<file path="src/rtl/imm_pkg.sv">
// Shared immediate-field definitions: ImmSrc classes, encoder FSM states and
// the branch-offset range helper used by both the extender and the encoder.
package imm_pkg;

    typedef enum logic [1:0] {
        IMM_DP  = 2'b00,
        IMM_MEM = 2'b01,
        IMM_BR  = 2'b10,
        IMM_RSV = 2'b11
    } imm_src_t;

    typedef enum logic [1:0] {
        IDLE   = 2'd0,
        SEARCH = 2'd1,
        DONE   = 2'd2
    } enc_state_t;

    localparam int ROT_STEPS = 16;

    // A branch offset is encodable when word aligned and representable as a
    // sign-extended 26-bit byte offset (24-bit word offset).
    function automatic logic br_offset_fits(input logic [31:0] off);
        return (off[1:0] == 2'b00) && (off[31:25] == {7{off[25]}});
    endfunction

endpackage : imm_pkg

</file>
<file path="src/rtl/imm_rot_check.sv">
// Tests one candidate rotation of a data-processing constant: rotates value
// left by 2*r and reports whether the result fits in an unsigned imm8.
module imm_rot_check
    import imm_pkg::*;
(
    input  logic [31:0] value,
    input  logic [3:0]  r,
    output logic [7:0]  t,
    output logic        fits
);

    logic [5:0]  sh;
    logic [31:0] rol;

    assign sh = {1'b0, r, 1'b0};
    // A right shift by 32 (sh == 0) yields zero, so r == 0 passes value through.
    assign rol  = (value << sh) | (value >> (6'd32 - sh));
    assign t    = rol[7:0];
    assign fits = (rol[31:8] == 24'd0);

endmodule : imm_rot_check

</file>
<file path="src/rtl/imm_encoder.sv">
// Encodes a 32-bit constant or branch target into the 24-bit ARM instruction
// immediate field; DP immediates search one rotation per cycle.
module imm_encoder
    import imm_pkg::*;
#(
    parameter int unsigned PC_AHEAD = 8
) (
    input  logic        clk,
    input  logic        reset_n,
    input  logic        in_valid,
    output logic        in_ready,
    input  logic [1:0]  imm_src,
    input  logic [31:0] value,
    input  logic [31:0] pc,
    output logic        out_valid,
    input  logic        out_ready,
    output logic [23:0] field,
    output logic        ok
);

    localparam logic [3:0]  ROT_LAST    = 4'(ROT_STEPS - 1);
    localparam logic [31:0] PC_AHEAD_W  = 32'(PC_AHEAD);

    enc_state_t  state_q, state_d;
    imm_src_t    src_q, src_d;
    logic [3:0]  rot_q, rot_d;
    logic [31:0] value_q, value_d;
    logic [31:0] pc_q, pc_d;
    logic [23:0] field_q, field_d;
    logic        ok_q, ok_d;

    logic [7:0]  rot_t;
    logic        rot_fits;
    logic [31:0] br_off;

    imm_rot_check u_rot_check (
        .value (value_q),
        .r     (rot_q),
        .t     (rot_t),
        .fits  (rot_fits)
    );

    assign br_off = value_q - (pc_q + PC_AHEAD_W);

    always_comb begin
        // NOTE: every variable gets its hold value first so no path through the
        // case statement can leave one unassigned and infer a latch.
        state_d = state_q;
        src_d   = src_q;
        rot_d   = rot_q;
        value_d = value_q;
        pc_d    = pc_q;
        field_d = field_q;
        ok_d    = ok_q;

        case (state_q)
            IDLE: begin
                if (in_valid) begin
                    src_d   = imm_src_t'(imm_src);
                    value_d = value;
                    pc_d    = pc;
                    rot_d   = 4'd0;
                    state_d = SEARCH;
                end
            end

            SEARCH: begin
                case (src_q)
                    IMM_DP: begin
                        if (rot_fits) begin
                            field_d = {12'd0, rot_q, rot_t};
                            ok_d    = 1'b1;
                            state_d = DONE;
                        end else if (rot_q == ROT_LAST) begin
                            field_d = 24'd0;
                            ok_d    = 1'b0;
                            state_d = DONE;
                        end else begin
                            rot_d = rot_q + 4'd1;
                        end
                    end
                    IMM_MEM: begin
                        ok_d    = (value_q[31:12] == 20'd0);
                        field_d = ok_d ? {12'd0, value_q[11:0]} : 24'd0;
                        state_d = DONE;
                    end
                    IMM_BR: begin
                        ok_d    = br_offset_fits(br_off);
                        field_d = ok_d ? br_off[25:2] : 24'd0;
                        state_d = DONE;
                    end
                    default: begin
                        field_d = 24'd0;
                        ok_d    = 1'b0;
                        state_d = DONE;
                    end
                endcase
            end

            DONE: begin
                if (out_ready) state_d = IDLE;
            end

            default: state_d = IDLE;
        endcase
    end

    // NOTE: sequential state uses non-blocking assignments only, so every
    // register samples the pre-edge values of its neighbours.
    always_ff @(posedge clk or negedge reset_n) begin
        if (!reset_n) begin
            state_q <= IDLE;
            src_q   <= IMM_DP;
            rot_q   <= 4'd0;
            value_q <= 32'd0;
            pc_q    <= 32'd0;
            field_q <= 24'd0;
            ok_q    <= 1'b0;
        end else begin
            state_q <= state_d;
            src_q   <= src_d;
            rot_q   <= rot_d;
            value_q <= value_d;
            pc_q    <= pc_d;
            field_q <= field_d;
            ok_q    <= ok_d;
        end
    end

    assign in_ready  = (state_q == IDLE);
    assign out_valid = (state_q == DONE);
    assign field     = field_q;
    assign ok        = ok_q;

endmodule : imm_encoder
</file>
<file path="config.mk">
export PLATFORM = sky130hd
export DESIGN_NAME = imm_encoder
export DESIGN_NICKNAME = d
export VERILOG_FILES = /design/src/rtl/imm_pkg.sv /design/src/rtl/imm_rot_check.sv /design/src/rtl/imm_encoder.sv
export SDC_FILE = /design/constraint.sdc
export NUM_CORES = 1
export LEC_CHECK = 0
export BUFFER_PORTS_ARGS = -buffer_cell sky130_fd_sc_hd__buf_2
export CORE_MARGIN = 2
export CORE_UTILIZATION = 45
export CTS_CLUSTER_DIAMETER = 50
export DETAILED_ROUTE_END_ITERATION = 8
export GPL_ROUTABILITY_DRIVEN = 0
export PLACE_DENSITY = 0.62
export RECOVER_POWER = 100
export SYNTH_ARGS = -nofsm -noshare
export SYNTH_HDL_FRONTEND = slang
export SYNTH_SLANG_ARGS = --single-unit
</file>
<file path="constraint.sdc">
create_clock -name clk -period 4.65 [get_ports clk]
set_input_delay 1.1625 -clock clk [delete_from_list [all_inputs] [get_ports clk]]
set_output_delay 1.1625 -clock clk [all_outputs]
set_load 0.01 [all_outputs]
</file>
==> metrics.csv <==
stage;metric;value;unit
floorplanning;start_util;46.2;%
cells_and_area;antenna_cells;0;
critical_path;worstPathArrival;4.49;ns
sta;setup-tns-final;0;ns
placement;place_ws;0.320;ns
drt;vias;7687;
global_route;grt_pass1_wl;40.1;mm
sta;rsz0062_at_grt;false;
sta;post-route-min-period;4.25;ns
clock_tree;post_cts_buffers;0;
clock_tree;cts-buffers-inserted;9;
clock_tree;cts-root-buf;clkbuf_16;
cells_and_area;areaGrowthSynthToFinish;10.5;%
cells_and_area;drive_above_1_share;16.9;%
run;drv_cap;2;
placement;dpl.hpwl;18.8;mm
global_route;antenna_found_initial;0;
hold_path;worstHoldPathType;reg2reg;
sta;fmaxAchievable;235;MHz
synth;ys_seq_elements;97;
cells_and_area;fill_cells;1808;
cells_and_area;multiInputGateArea;5290;µm²
synth;synth.area.mux_share;13.3;%
sta;setup_violations;0;
sta;drv_slew;165;
synth;ys.warnings.count;0;
status;status;finished with violations;
drt;drt-total-wl;24.9;mm
sta;finClkSkew;0.0107;ns
floorplanning;fp.dieW;141;µm
synth;synth_xor_area_share;3.76;%
drt;drcViolationCount;0;
floorplanning;fp.dieArea;19700;µm²
global_route;grt_usage;25.7;%
critical_path;critical_path_class;reg2reg;
synth;synth_edf_count;0;
global_route;grt_pass1_vias;7261;
floorplanning;coreArea;18100;µm²
cells_and_area;ff_latch_area;2430;µm²
synth;netlist_area;8390;µm²
drt;drt_iter0_markers;653;
sta;hold_violations;0;
cells_and_area;nNetsFinal;1169;
drt;via_per_inst;6.06;
synth;synth-simple-area-share;15.0;%
drt;wl_per_cell;19.6;µm
sta;worst_slack;0.399;ns
floorplanning;die_h;141;µm
global_route;grt_overflow;0;
placement;port_buffers;96;
status;violations;capacitance limit, slew limit;
sta;maxSlewHeadroom;-109;%
floorplanning;io_pins;97;
synth;syn_area_per_cell;8.64;µm²
drt;final_antenna_net_count;0;
sta;post-route-period-util;91.4;%
synth;dominantRegCellSynth;dfrtp_1;
synth;syn_inst;971;
global_route;grt_max_degree;88;
clock_tree;cts.path.max_buffers;2;
drt;drt_pass1_iterations;5;
floorplanning;std_cell_rows;49;
synth;synth_nets;1105;
sta;timing_worst_slew_pin_value;3.13;ns
clock_tree;cts.sinks;97;
synth;yosysUniqueCellTypes;74;
synth;yosysTopAreaCell;dfrtp_1;
critical_path;endpoint_kind;register;
clock_tree;clk_latency;0.35;ns
synth;synth-compound-area-share;21.5;%
clock_tree;htreeDepth;3;
synth;synthArstFlopShare;100;%
synth;yosysSeqAreaShare;28.9;%
clock_tree;path_clk_slew;0.08;ns
critical_path;crit_fanout;23;
synth;yosys.area.top_type_share;28.9;%
synth;synth_top_family_by_area;compound AO/OA/AOI/OAI gates;
critical_path;crit_required;4.89;ns
critical_path;worstSetupStartpointType;register;
synth;synth_area_leaders;dfrtp_1 29%, ha_1 9.4%, mux4_2 6.4%, nand2_1 4.7%, mux2_2 4.6%;
synth;synth_fa_ha_area_share;9.64;%
clock_tree;tritoncts;built;
## critical path, cell delays in order (launching register included)
cell	delay (ns)
dfrtp_2	0.48
inv_1	0.15
ha_1	0.30
inv_1	0.05
ha_1	0.37
a21oi_2	0.32
o21ai_0	0.23
or3_1	0.44
a211o_1	0.34
and2_0	0.19
xnor2_1	0.15
nor3_1	0.18
and4bb_1	0.29
o2bb2a_4	0.27
o41ai_1	0.37
## final cells by class
class,instances,area share (%)
timing repair buffer,115,6.43
clock inverter,5,0.486
multi-input combinational,711,57.1
sequential,97,26.2
tap,229,3.09
inverter,101,4.09
clock buffer,11,2.62
## cell usage after synthesis, drive strengths merged (4+ instances only)
library cell  count
and3              5
dfrtp            97
xor2             18
a32o              4
mux4             24
and2             10
a32oi             5
o21ai            79
o31ai            14
nand4            16
mux2             34
o211ai           13
o22ai             6
a211oi            5
nor2b             7
nand3             8
buf              30
nor3             19
ha               63
xnor2            18
a21o             10
a21oi            64
inv             100
o41ai             8
nor4              6
or3               8
a2111oi           4
a22oi             7
nor2             56
clkbuf           32
a31oi            13
nand2           104
a22o              4
nand2b           10
mux2i            19
and4              4
## timing repair
action,4_1_cts,5_1_grt
gates resized for setup,0,1
endpoints found under the setup margin,0,1
hold buffers,0,0
## registers in the layout, summed over array words and instances, names as in the netlist
| register | cells |
|---|---|
| rot_q | 4 |
| src_q | 2 |
| state_q | 2 |
| pc_q | 32 |
| ok | 1 |
| value_q | 32 |
| field | 24 |
## cells by family (layout without fill, tap and decap cells)
logic type | Yosys count | after routing
adders and majority gates | 64 | 64
buffers and inverters | 163 | 232
and+or+nand+nor | 264 | 264
xor gates and xnor gates | 36 | 36
AOI/OAI and AO/OA | 270 | 270
DFF | 97 | 97
muxes | 77 | 77
## routing by layer
metal | global-route usage, % | wire length, µm | share of wire, %
met4 | 7.58 | 569 | 2.3
met1 | 37.1 | 11200 | 45
met5 | 0 | 0 | 0
met3 | 5.37 | 2050 | 8.2
met2 | 38.8 | 11100 | 45
## stage by stage
stage	hold slack, ns	utilization [%]	cell area (µm²)	cells
final	0.482	51.1	9270	1269
after global routing	0.512	51.1	9270	1269
after CTS	0.485	51.4	9330	1269
after detailed placement	0.466	49.8	9040	1253
after global placement	0.461	49.8	9040	1253
after floorplan	0.487	-	8390	971
## worst paths after layout
check                                 start        end  slack, ns  depth (start not counted)
worst max-delay path            value_q[24]   field[6]       0.40                         14
worst min-delay path              field[15]  field[15]       0.48                          2
worst max register to register  value_q[24]   field[6]       0.40                         14
worst min register to register    field[15]  field[15]       0.48                          2
max in group asynchronous           reset_n   pc_q[30]       1.34                          2
min in group asynchronous           reset_n    pc_q[5]       1.36                          1
## cells in the final DEF, fill, tap and decap left out, drive strengths merged, types with 4 or more instances in the layout
| cell | n |
|---|---|
| and4 | 4 |
| o41ai | 8 |
| o211ai | 13 |
| nand3 | 8 |
| a21o | 10 |
| a21oi | 64 |
| nor2 | 56 |
| o22ai | 6 |
| inv | 104 |
| o21ai | 79 |
| mux2 | 34 |
| a22oi | 7 |
| buf | 85 |
| a22o | 4 |
| nor2b | 7 |
| clkbuf | 41 |
| a211oi | 5 |
| a31oi | 13 |
| a32o | 4 |
| o31ai | 14 |
| mux4 | 24 |
| ha | 63 |
| nand2b | 10 |
| nand4 | 16 |
| or3 | 8 |
| xor2 | 18 |
| nand2 | 104 |
| xnor2 | 18 |
| a2111oi | 4 |
| and3 | 5 |
| a32oi | 5 |
| nor4 | 6 |
| and2 | 10 |
| dfrtp | 97 |
| mux2i | 19 |
| nor3 | 19 |
Power is not shown: default switching activity piles up to over one toggle a cycle in this logic, so the estimate is an artifact.
